$ cat src/rtl/debug_run_ctrl.sv
// rtl/debug_run_ctrl.sv - run/halt/step/dump sequencer for the RV32 core debug port (optional watchdog: DRC_WATCHDOG_EN)
module debug_run_ctrl #(
   parameter bit START_RUN = 1'b1,
   parameter int DBG_LAT   = 2,
   parameter int STEP_GAP  = 1,
   parameter int DUMP_LEN  = 64,
   parameter int WDOG_W    = 24
) (
   input  logic        clk,
   input  logic        rst,
   input  logic        cmd_valid,
   output logic        cmd_ready,
   input  logic [1:0]  cmd_op,
   input  logic [15:0] cmd_arg,
   input  logic        bp_en,
   input  logic [31:0] bp_addr,
   input  logic [31:0] debug_wb_PC,
   input  logic [31:0] debug_data,
   output logic        debug_en,
   output logic        debug_step,
   output logic [6:0]  debug_addr,
   output logic        dump_valid,
   input  logic        dump_ready,
   output logic [6:0]  dump_addr,
   output logic [31:0] dump_data,
   output logic        halted,
`ifdef DRC_WATCHDOG_EN
   output logic        wdog_hit,
`endif
   output logic        bp_hit
);

   typedef enum logic [2:0] {
      S_HALT, S_RUN, S_STEP_P, S_STEP_G, S_DUMP_A, S_DUMP_W, S_DUMP_O
   } state_t;

   localparam logic [1:0] OP_HALT = 2'd0;
   localparam logic [1:0] OP_RUN  = 2'd1;
   localparam logic [1:0] OP_STEP = 2'd2;
   localparam logic [1:0] OP_DUMP = 2'd3;

   localparam state_t RST_STATE = START_RUN ? S_RUN : S_HALT;
   localparam int WAIT_W = $clog2(DBG_LAT + 1);
   localparam int GAP_W  = (STEP_GAP > 1) ? $clog2(STEP_GAP) : 1;
   localparam logic [WAIT_W-1:0] WAIT_LAST = WAIT_W'(DBG_LAT);
   localparam logic [GAP_W-1:0]  GAP_LAST  = GAP_W'((STEP_GAP > 0) ? STEP_GAP - 1 : 0);
   localparam logic [6:0]        LAST_ADDR = 7'(DUMP_LEN - 1);

   state_t            state_q, state_d;
   logic [15:0]       cnt_q, cnt_d;
   logic [GAP_W-1:0]  gap_q, gap_d;
   logic [WAIT_W-1:0] wait_q, wait_d;
   logic [6:0]        addr_q, addr_d;
   logic [6:0]        debug_addr_q, debug_addr_d;
   logic              dump_valid_q, dump_valid_d;
   logic [6:0]        dump_addr_q, dump_addr_d;
   logic [31:0]       dump_data_q, dump_data_d;
   logic              bp_hit_q, bp_hit_d;
   logic              chk_q, chk_d;
   logic              bp_match_q;
   logic              debug_en_q, halted_q;
   logic              bp_now, cmd_acc;

`ifdef DRC_WATCHDOG_EN
   logic [WDOG_W-1:0] wdog_q;
   logic [31:0]       pc_prev_q;
   logic              wdog_hit_q, wdog_hit_d;
`endif

   // chk_q marks the post-pulse breakpoint check cycle when there is no gap state
   assign bp_now     = bp_en && (debug_wb_PC == bp_addr);
   assign cmd_ready  = ((state_q == S_HALT) || (state_q == S_RUN)) && !chk_q;
   assign cmd_acc    = cmd_valid && cmd_ready;
   assign debug_step = (state_q == S_STEP_P) && !(chk_q && bp_now);
   assign debug_en   = debug_en_q;
   assign debug_addr = debug_addr_q;
   assign dump_valid = dump_valid_q;
   assign dump_addr  = dump_addr_q;
   assign dump_data  = dump_data_q;
   assign halted     = halted_q;
   assign bp_hit     = bp_hit_q;

   // Next-state and datapath updates for the sequencer
   always_comb begin
      state_d      = state_q;
      cnt_d        = cnt_q;
      gap_d        = gap_q;
      wait_d       = wait_q;
      addr_d       = addr_q;
      debug_addr_d = debug_addr_q;
      dump_valid_d = dump_valid_q;
      dump_addr_d  = dump_addr_q;
      dump_data_d  = dump_data_q;
      bp_hit_d     = bp_hit_q;
      chk_d        = 1'b0;
`ifdef DRC_WATCHDOG_EN
      wdog_hit_d   = wdog_hit_q;
      if (cmd_acc && ((cmd_op == OP_RUN) || (cmd_op == OP_STEP))) wdog_hit_d = 1'b0;
`endif
      case (state_q)
         S_HALT: begin
            if (cmd_acc) begin
               case (cmd_op)
                  OP_RUN: begin
                     state_d  = S_RUN;
                     bp_hit_d = 1'b0;
                  end
                  OP_STEP: begin
                     cnt_d    = (cmd_arg == 16'd0) ? 16'd1 : cmd_arg;
                     bp_hit_d = 1'b0;
                     state_d  = S_STEP_P;
                  end
                  OP_DUMP: begin
                     addr_d  = 7'd0;
                     state_d = S_DUMP_A;
                  end
                  default: ;
               endcase
            end
         end
         S_RUN: begin
            if (cmd_acc && (cmd_op == OP_RUN)) bp_hit_d = 1'b0;
            if (cmd_acc && (cmd_op == OP_HALT)) state_d = S_HALT;
            if (bp_match_q) begin
               state_d  = S_HALT;
               bp_hit_d = 1'b1;
            end
         end
         S_STEP_P: begin
            if (cnt_q != 16'd0) cnt_d = cnt_q - 16'd1;
            gap_d = '0;
            if (STEP_GAP == 0) begin
               chk_d   = 1'b1;
               state_d = (cnt_q <= 16'd1) ? S_HALT : S_STEP_P;
            end else begin
               state_d = S_STEP_G;
            end
         end
         S_STEP_G: begin
            if (gap_q == GAP_LAST) begin
               if (bp_now) begin
                  state_d  = S_HALT;
                  bp_hit_d = 1'b1;
                  cnt_d    = 16'd0;
               end else begin
                  state_d = (cnt_q != 16'd0) ? S_STEP_P : S_HALT;
               end
            end else begin
               gap_d = gap_q + 1'b1;
            end
         end
         S_DUMP_A: begin
            debug_addr_d = addr_q;
            wait_d       = '0;
            state_d      = S_DUMP_W;
         end
         S_DUMP_W: begin
            if (wait_q == WAIT_LAST) begin
               dump_data_d  = debug_data;
               dump_addr_d  = addr_q;
               dump_valid_d = 1'b1;
               state_d      = S_DUMP_O;
            end else begin
               wait_d = wait_q + 1'b1;
            end
         end
         S_DUMP_O: begin
            if (dump_ready) begin
               dump_valid_d = 1'b0;
               if (addr_q == LAST_ADDR) begin
                  state_d = S_HALT;
               end else begin
                  addr_d  = addr_q + 7'd1;
                  state_d = S_DUMP_A;
               end
            end
         end
         default: state_d = S_HALT;
      endcase
      if ((STEP_GAP == 0) && chk_q && bp_now) begin
         state_d  = S_HALT;
         bp_hit_d = 1'b1;
         cnt_d    = 16'd0;
      end
`ifdef DRC_WATCHDOG_EN
      if ((state_q == S_RUN) && (&wdog_q)) begin
         state_d    = S_HALT;
         wdog_hit_d = 1'b1;
      end
`endif
   end

   // State and output registers; debug_en/halted follow the next state
   always_ff @(posedge clk or negedge rst) begin
      if (!rst) begin
         state_q      <= RST_STATE;
         cnt_q        <= 16'd0;
         gap_q        <= '0;
         wait_q       <= '0;
         addr_q       <= 7'd0;
         debug_addr_q <= 7'd0;
         dump_valid_q <= 1'b0;
         dump_addr_q  <= 7'd0;
         dump_data_q  <= 32'd0;
         bp_hit_q     <= 1'b0;
         chk_q        <= 1'b0;
         bp_match_q   <= 1'b0;
         debug_en_q   <= !START_RUN;
         halted_q     <= !START_RUN;
      end else begin
         state_q      <= state_d;
         cnt_q        <= cnt_d;
         gap_q        <= gap_d;
         wait_q       <= wait_d;
         addr_q       <= addr_d;
         debug_addr_q <= debug_addr_d;
         dump_valid_q <= dump_valid_d;
         dump_addr_q  <= dump_addr_d;
         dump_data_q  <= dump_data_d;
         bp_hit_q     <= bp_hit_d;
         chk_q        <= chk_d;
         bp_match_q   <= bp_now;
         debug_en_q   <= (state_d != S_RUN);
         halted_q     <= (state_d == S_HALT);
      end
   end

`ifdef DRC_WATCHDOG_EN
   // Watchdog: count RUN cycles during which the WB PC has not moved
   always_ff @(posedge clk or negedge rst) begin
      if (!rst) begin
         wdog_q     <= '0;
         pc_prev_q  <= 32'd0;
         wdog_hit_q <= 1'b0;
      end else begin
         pc_prev_q  <= debug_wb_PC;
         wdog_hit_q <= wdog_hit_d;
         if ((state_q == S_RUN) && (debug_wb_PC == pc_prev_q)) wdog_q <= wdog_q + 1'b1;
         else wdog_q <= '0;
      end
   end

   assign wdog_hit = wdog_hit_q;
`endif

endmodule

$ cat config.mk
export PLATFORM = sky130hd
export DESIGN_NAME = debug_run_ctrl
export DESIGN_NICKNAME = d
export VERILOG_FILES = /design/src/rtl/debug_run_ctrl.sv
export SDC_FILE = /design/constraint.sdc
export NUM_CORES = 1
export LEC_CHECK = 0
export ABC_AREA = 1
export CORE_MARGIN = 2
export CORE_UTILIZATION = 41
export CTS_BUF_LIST = sky130_fd_sc_hd__clkbuf_8 sky130_fd_sc_hd__clkbuf_16
export CTS_CLUSTER_SIZE = 12
export DETAILED_ROUTE_END_ITERATION = 8
export PLACE_DENSITY = 0.79
export SLEW_MARGIN = 40
export SYNTH_ARGS = -nofsm -noshare
export SYNTH_HDL_FRONTEND = slang
export SYNTH_SLANG_ARGS = --single-unit
$ cat constraint.sdc
create_clock -name clk -period 1.55 [get_ports clk]
set_input_delay 0.155 -clock clk [delete_from_list [all_inputs] [get_ports clk]]
set_output_delay 0.155 -clock clk [all_outputs]
set_load 0.01 [all_outputs]
Word-level counts from Yosys, hierarchy flattened
Index checks and enable logic that the tools add are counted.
- $add $sub $neg: 4
- equal/unequal tests: 25
- mux-type cells: 37
- reduce and logical (&&, ||, !) cells: 23
- operator list (kind ; count):
    $mux 16 ; 6
    $pmux 16 s3 ; 1
    $eq 32x32->1 ; 1
    $mux 7 ; 4
    $mux 3 ; 7
    $pmux 3 s7 ; 1
    $logic_not 16->1 ; 1
    $ne 2x2->1 const B ; 8
    $reduce_bool 16->1 ; 1
    $sub 16x1->16 const B ; 1
    $pmux 7 s2 ; 1
    $reduce_and 6->1 ; 2
    $eq 3x3->1 const B ; 3
    $mux 1 ; 9
    $pmux 3 s3 ; 1
    $reduce_bool 2->1 ; 4
    $add 7x1->7 const B ; 1
    $eq 7x6->1 const B ; 1
    $eq 2x2->1 const B ; 3
    $eq 3x2->1 const B ; 2
    $logic_not 3->1 ; 2
    $mux 2 ; 3
    $ne 2x1->1 const B ; 3
    $reduce_bool 3->1 ; 2
    other kinds (16) ; 21
- bits in registers: 80
- input port bits: 119
- output and inout port bits: 52
- logic and storage cells: 102

Longest topological paths before layout
- depth in word-level cells: 8
- mapped depth: 14
- gate-level depth less buffers: 13

Worst setup path after synthesis
Ideal clock, no wire load.
- path kind: register to register
- start: register state_q[2]
- end: register addr_q[3]
- setup time: 0.122 ns
- arrival: 1.435 ns
- data required time: 1.428 ns
- path slack: -0.006 ns
- cell stages (with the launch flop): 12
- path buffers: 1
- period minus slack after synthesis: 1.556 ns
- path through: dfrtp_1 -> buf_6 -> nor2_4 -> nand2_2 -> nand3_2 -> nand2_1 -> nor2_2 -> nand2_4 -> inv_2 -> nand2_2 -> o21ai_1 -> a21oi_2
- longest elaborated chain between the ends: 5
- elaborated cells between the ends (all ways): 12
- those cells by class: eq/ne (6); mux (1); reduce/logical (5)
- ends and longest elaborated chain (what ; line ; RTL):
    start, declared ; 49 ; state_t state_q, state_d;
    start signal, assigned ; 211 ; state_q <= state_d;
    $eq 3x1->1 or $logic_not 3->1 (tied branches) ; 72 ; assign cmd_ready = ((state_q == S_HALT) || (state_q == S_RUN)) && !chk_q;
    $logic_or 1x1->1 * ; 72 ;
    net cmd_ready ; 12 ; output logic cmd_ready,
    $logic_and 1x1->1 * ; 73 ; assign cmd_acc = cmd_valid && cmd_ready;
    $ne 2x2->1 (no source line) * ; -- ;
    $reduce_and 5->1 (no source line) * ; -- ;
    end signal, assigned ; 215 ; addr_q <= addr_d;
    end, declared ; 53 ; logic [6:0] addr_q, addr_d;
The timed path passes the listed nets; every way through them passes the cells marked *.
A chain may end at the register's enable or synchronous reset.

Worst setup path after layout
- start: register state_q[0]
- end: register halted_q, in the netlist halted
- longest elaborated chain between the ends: 8
- elaborated cells between the ends (all ways): 19
- those cells by class: eq/ne (6); mux (8); reduce/logical (5)
- ends and longest elaborated chain (what ; line ; RTL):
    $eq 3x1->1 or $logic_not 3->1 (tied branches) ; 72, 100 ;
    $logic_or 1x1->1 ; 72 ;
    $logic_and 1x1->1 ; 73 ;
    $logic_and 1x1->1 ; 123 ; if (cmd_acc && (cmd_op == OP_HALT)) state_d = S_HALT;
    $mux 3 ; 123 ;
    $mux 3 ; 124 ; if (bp_match_q) begin
    $pmux 3 s7 * ; 100 ; case (state_q)
    $logic_not 3->1 * ; 224 ; halted_q <= (state_d == S_HALT);
    end signal, assigned ; 209 ; halted_q <= !START_RUN;
    end signal, assigned ; 224 ;
    end, declared ; 61 ; logic debug_en_q, halted_q;
Mark *: on every way between the ends. The rest lies on a longest branch, timed or not.

==> flow_summary_export.csv <==
group,metric,value,unit
global_route,grt-ovfl-total,0,
power_and_ir_drop,leakagePower,4.000,nW
die,start_util,0.4218,
die,ioPinCount,171,
timing,hold_viol_final,0,
die,core-area,11420,um2
timing,finalCriticalPeriod,1.711,ns
routing,drc,0,
critical_path,max_stage_delay,0.65,ns
cells_and_area,layout_commonest_cell,"nand2_1",
critical_path,criticalPathCategory,"register to register",
global_route,antenna_found_initial,0,
synthesis,syn_area,4816,um2
cells_and_area,design_area,8274,um2
critical_path,critPathLaunchType,"register",
routing,via_per_inst,5.050,
routing,ant_nets,0,
critical_path,crit_family,"simple AND/OR/NAND/NOR gates",
clocking,clockBufferDepth,2,
cells_and_area,syn_to_final_growth,71.81,%
timing,relSlewSlack,0.7176,
synthesis,synthDistinctLibCells,43,
job,max_cap_violations,0,
timing,min_period_over_period,1.104,
critical_path,cp-end-kind,"register",
cells_and_area,multi_input_area,2765,um2
timing,fin_skew,0.006962,ns
critical_path,crit_buf_inv,0,
synthesis,synth-async-reset-ratio,1.000,
die,rows,39,
synthesis,yosysSeqAreaShare,0.4108,
cells_and_area,final-seq-area,1982,um2
die,die_area,12630,um2
timing,tightest_slew,0.4236,ns
power_and_ir_drop,seq_power_share,0.292,
cells_and_area,fillers,815,
run_status,outcome,"complete, but fails checks",
placed_design,placed_area,7232,um2
synthesis,synth-edff-count,0,
run_status,violations,"negative setup slack",
timing,finalSetupViolCount,49,
critical_path,cpMaxStageDelayCell,"dfstp_2",
clocking,path_clk_slew,0.07,ns
clocking,cts_tree,"built",
global_route,grt_pass1_wl,23830,um
critical_path,cp_data_required_time,1.79,ns
routing,drt_iter0_drc,279,
timing,fmax,584.6,MHz
routing,wl_per_cell,14.89,um
critical_path,worstPathMaxFanout,4,
cells_and_area,final_util,0.7246,
placed_design,dpl.hpwl,10310,um
synthesis,yosysWarnings,0,
cells_and_area,antenna_cells,0,
global_route,grt_start_max_net_pins,80,
routing,vias,5313,
synthesis,synthFlopType,"dfrtp_1",
synthesis,syn-num-nets,764,
clocking,htree_levels,3,
clocking,clkLatencyLatePin,0.33,ns
synthesis,syn_area_per_cell,7.572,um2
critical_path,cp.arrival,1.95,ns
power_and_ir_drop,ir_drop,0.001209,V
clocking,clkSinkCount,79,
synthesis,synthCells,636,
timing,rsz0062_at_grt,"true",
placed_design,io_buffers,170,
cells_and_area,mostFrequentLayoutCells,"nand2_1, clkdlybuf4s50_1, inv_1, buf_4, dfrtp_1",
die,fp.dieW,112.4,um
hold_path,hp-class,"input port to register",
power_and_ir_drop,switching_power,0.004269,W
power_and_ir_drop,power_density,1445,nW/um2
critical_path,path_common_cell,"nand2_1",
power_and_ir_drop,p_comb_frac,0.503,
power_and_ir_drop,switching_share,0.3571,
placed_design,placed_cells,1016,
cells_and_area,drive_above_1_share,0.2629,
placed_design,gp_congestion,0.8423,
routing,drt_wl_total,15670,um
power_and_ir_drop,p_clk_frac,0.205,
die,die_y,112.4,um
cells_and_area,layoutNonFillerInstCount,1052,
power_and_ir_drop,p_int,0.007686,W
synthesis,synth_seq_cells,79,
timing,maxSlewViolCount,0,
timing,fin_ws,-0.1607,ns
cells_and_area,fin_nets,1032,
critical_path,crit_chain,"nor2_4, nand2_1, o21ai_0, nor2_1, nand2_1, o21ai_0, nand2_1, nor2_2",
clocking,cts_root_buf,"clkbuf_16",
global_route,grt_usage,0.2274,
clocking,cts_inserted_buffers,9,
global_route,grt_pass1_vias,5224,
routing,first_pass_iters,5,
[worst min-delay path: cells and delay by family]
kind	cells	cell delay [ns]
compound gates	1	0.08
buf+inv	1	0.12
simple gates	4	0.27
[power groups by stage]
stage	clock network (W)	registers (W)	logic [W]
global placement	0	0.00340	0.00480
finish	0.00245	0.00349	0.00602
CTS	0.00247	0.00340	0.00544
global route	0.00258	0.00358	0.00645
detailed placement	0	0.00343	0.00490
floorplan	0	0.00363	0.00220
[through the flow]
stage                     TNS (ns)  hold WS (ns)  worst slack (ns)  total power, W
final                       -3.113        0.3288           -0.1607         0.01196
after global routing        -5.392        0.3752           -0.2475         0.01261
after CTS                  -0.5135        0.4070          -0.05324         0.01131
after detailed placement    -6.757        0.2146           -0.3396        0.008329
after global placement      -6.190        0.2126           -0.3121        0.008193
after floorplan                  0       -0.1406           0.01538        0.005828
[sequential cells by signal, indices dropped and copies added (netlist names), 2 cells and up]
| register | count |
|---|---|
| state_q | 3 |
| addr_q | 7 |
| debug_addr | 7 |
| cnt_q | 16 |
| dump_data | 32 |
| dump_addr | 7 |
| wait_q | 2 |
[cells in the mapped netlist (all sizes together), types with 5 or more instances]
master	n	area, um2
xnor2	8	70.07
a21oi	11	58.81
o22ai	5	31.28
buf	10	77.57
nand4	10	62.56
inv	99	374.1
dfrtp	78	1952
nand2	190	745.7
ha	9	112.6
nor2	57	236.5
o21ai	43	219.0
or2	5	31.28
nand3	45	230.2
mux2	32	360.3
xor2	6	52.55
nor3	12	70.07
[logic make-up after synthesis]
kind of cell               Yosys count  share of synthesized area
xor gates and xnor gates            14                    0.02546
DFF                                 79                     0.4108
adders and majority gates            9                    0.02338
AOI/OAI and AO/OA                   66                    0.07690
buffers and inverters              113                    0.09717
and+or+nand+nor                    323                     0.2915
muxes                               32                    0.07482
[per-layer routing]
metal	share of wire	wire [um]	GRT usage
met4	0.022	347	0.05447
met2	0.52	8209	0.4197
met1	0.39	6111	0.2720
met5	0	0	0
met3	0.064	998	0.04536
[final timing paths]
check	slack, ns	cells past startpoint	start	end
min in group asynchronous	0.38	3	rst	dump_data[17]$_DFFE_PN0P_
worst min register to register	0.49	2	debug_addr[4]$_DFFE_PN0P_	debug_addr[4]$_DFFE_PN0P_
worst max register to register	-0.16	8	state_q[0]$_DFF_PN1_	halted$_DFF_PN0_
worst max-delay path	-0.16	8	state_q[0]$_DFF_PN1_	halted$_DFF_PN0_
worst min-delay path	0.33	6	debug_wb_PC[21]	bp_match_q$_DFF_PN0_
max in group asynchronous	0.79	3	rst	state_q[1]$_DFF_PN0_
[area by class of cell]
type | count | share of cell area
Inverter | 101 | 0.04839
Clock buffer | 9 | 0.02722
Multi-Input combinational cell | 445 | 0.3342
Clock inverter | 7 | 0.01467
Sequential cell | 79 | 0.2395
Timing Repair Buffer | 268 | 0.3144
Tap cell | 143 | 0.02162
[what timing repair did]
item	4_1_cts	5_1_grt
hold buffers	1	0
buffers inserted	6	8
resized for setup	52	82
setup endpoints to repair	25	37
gates cloned	5	0
pin swaps	28	26
endpoints found under the hold margin	78	0
Power figures use the tool's default switching activity.
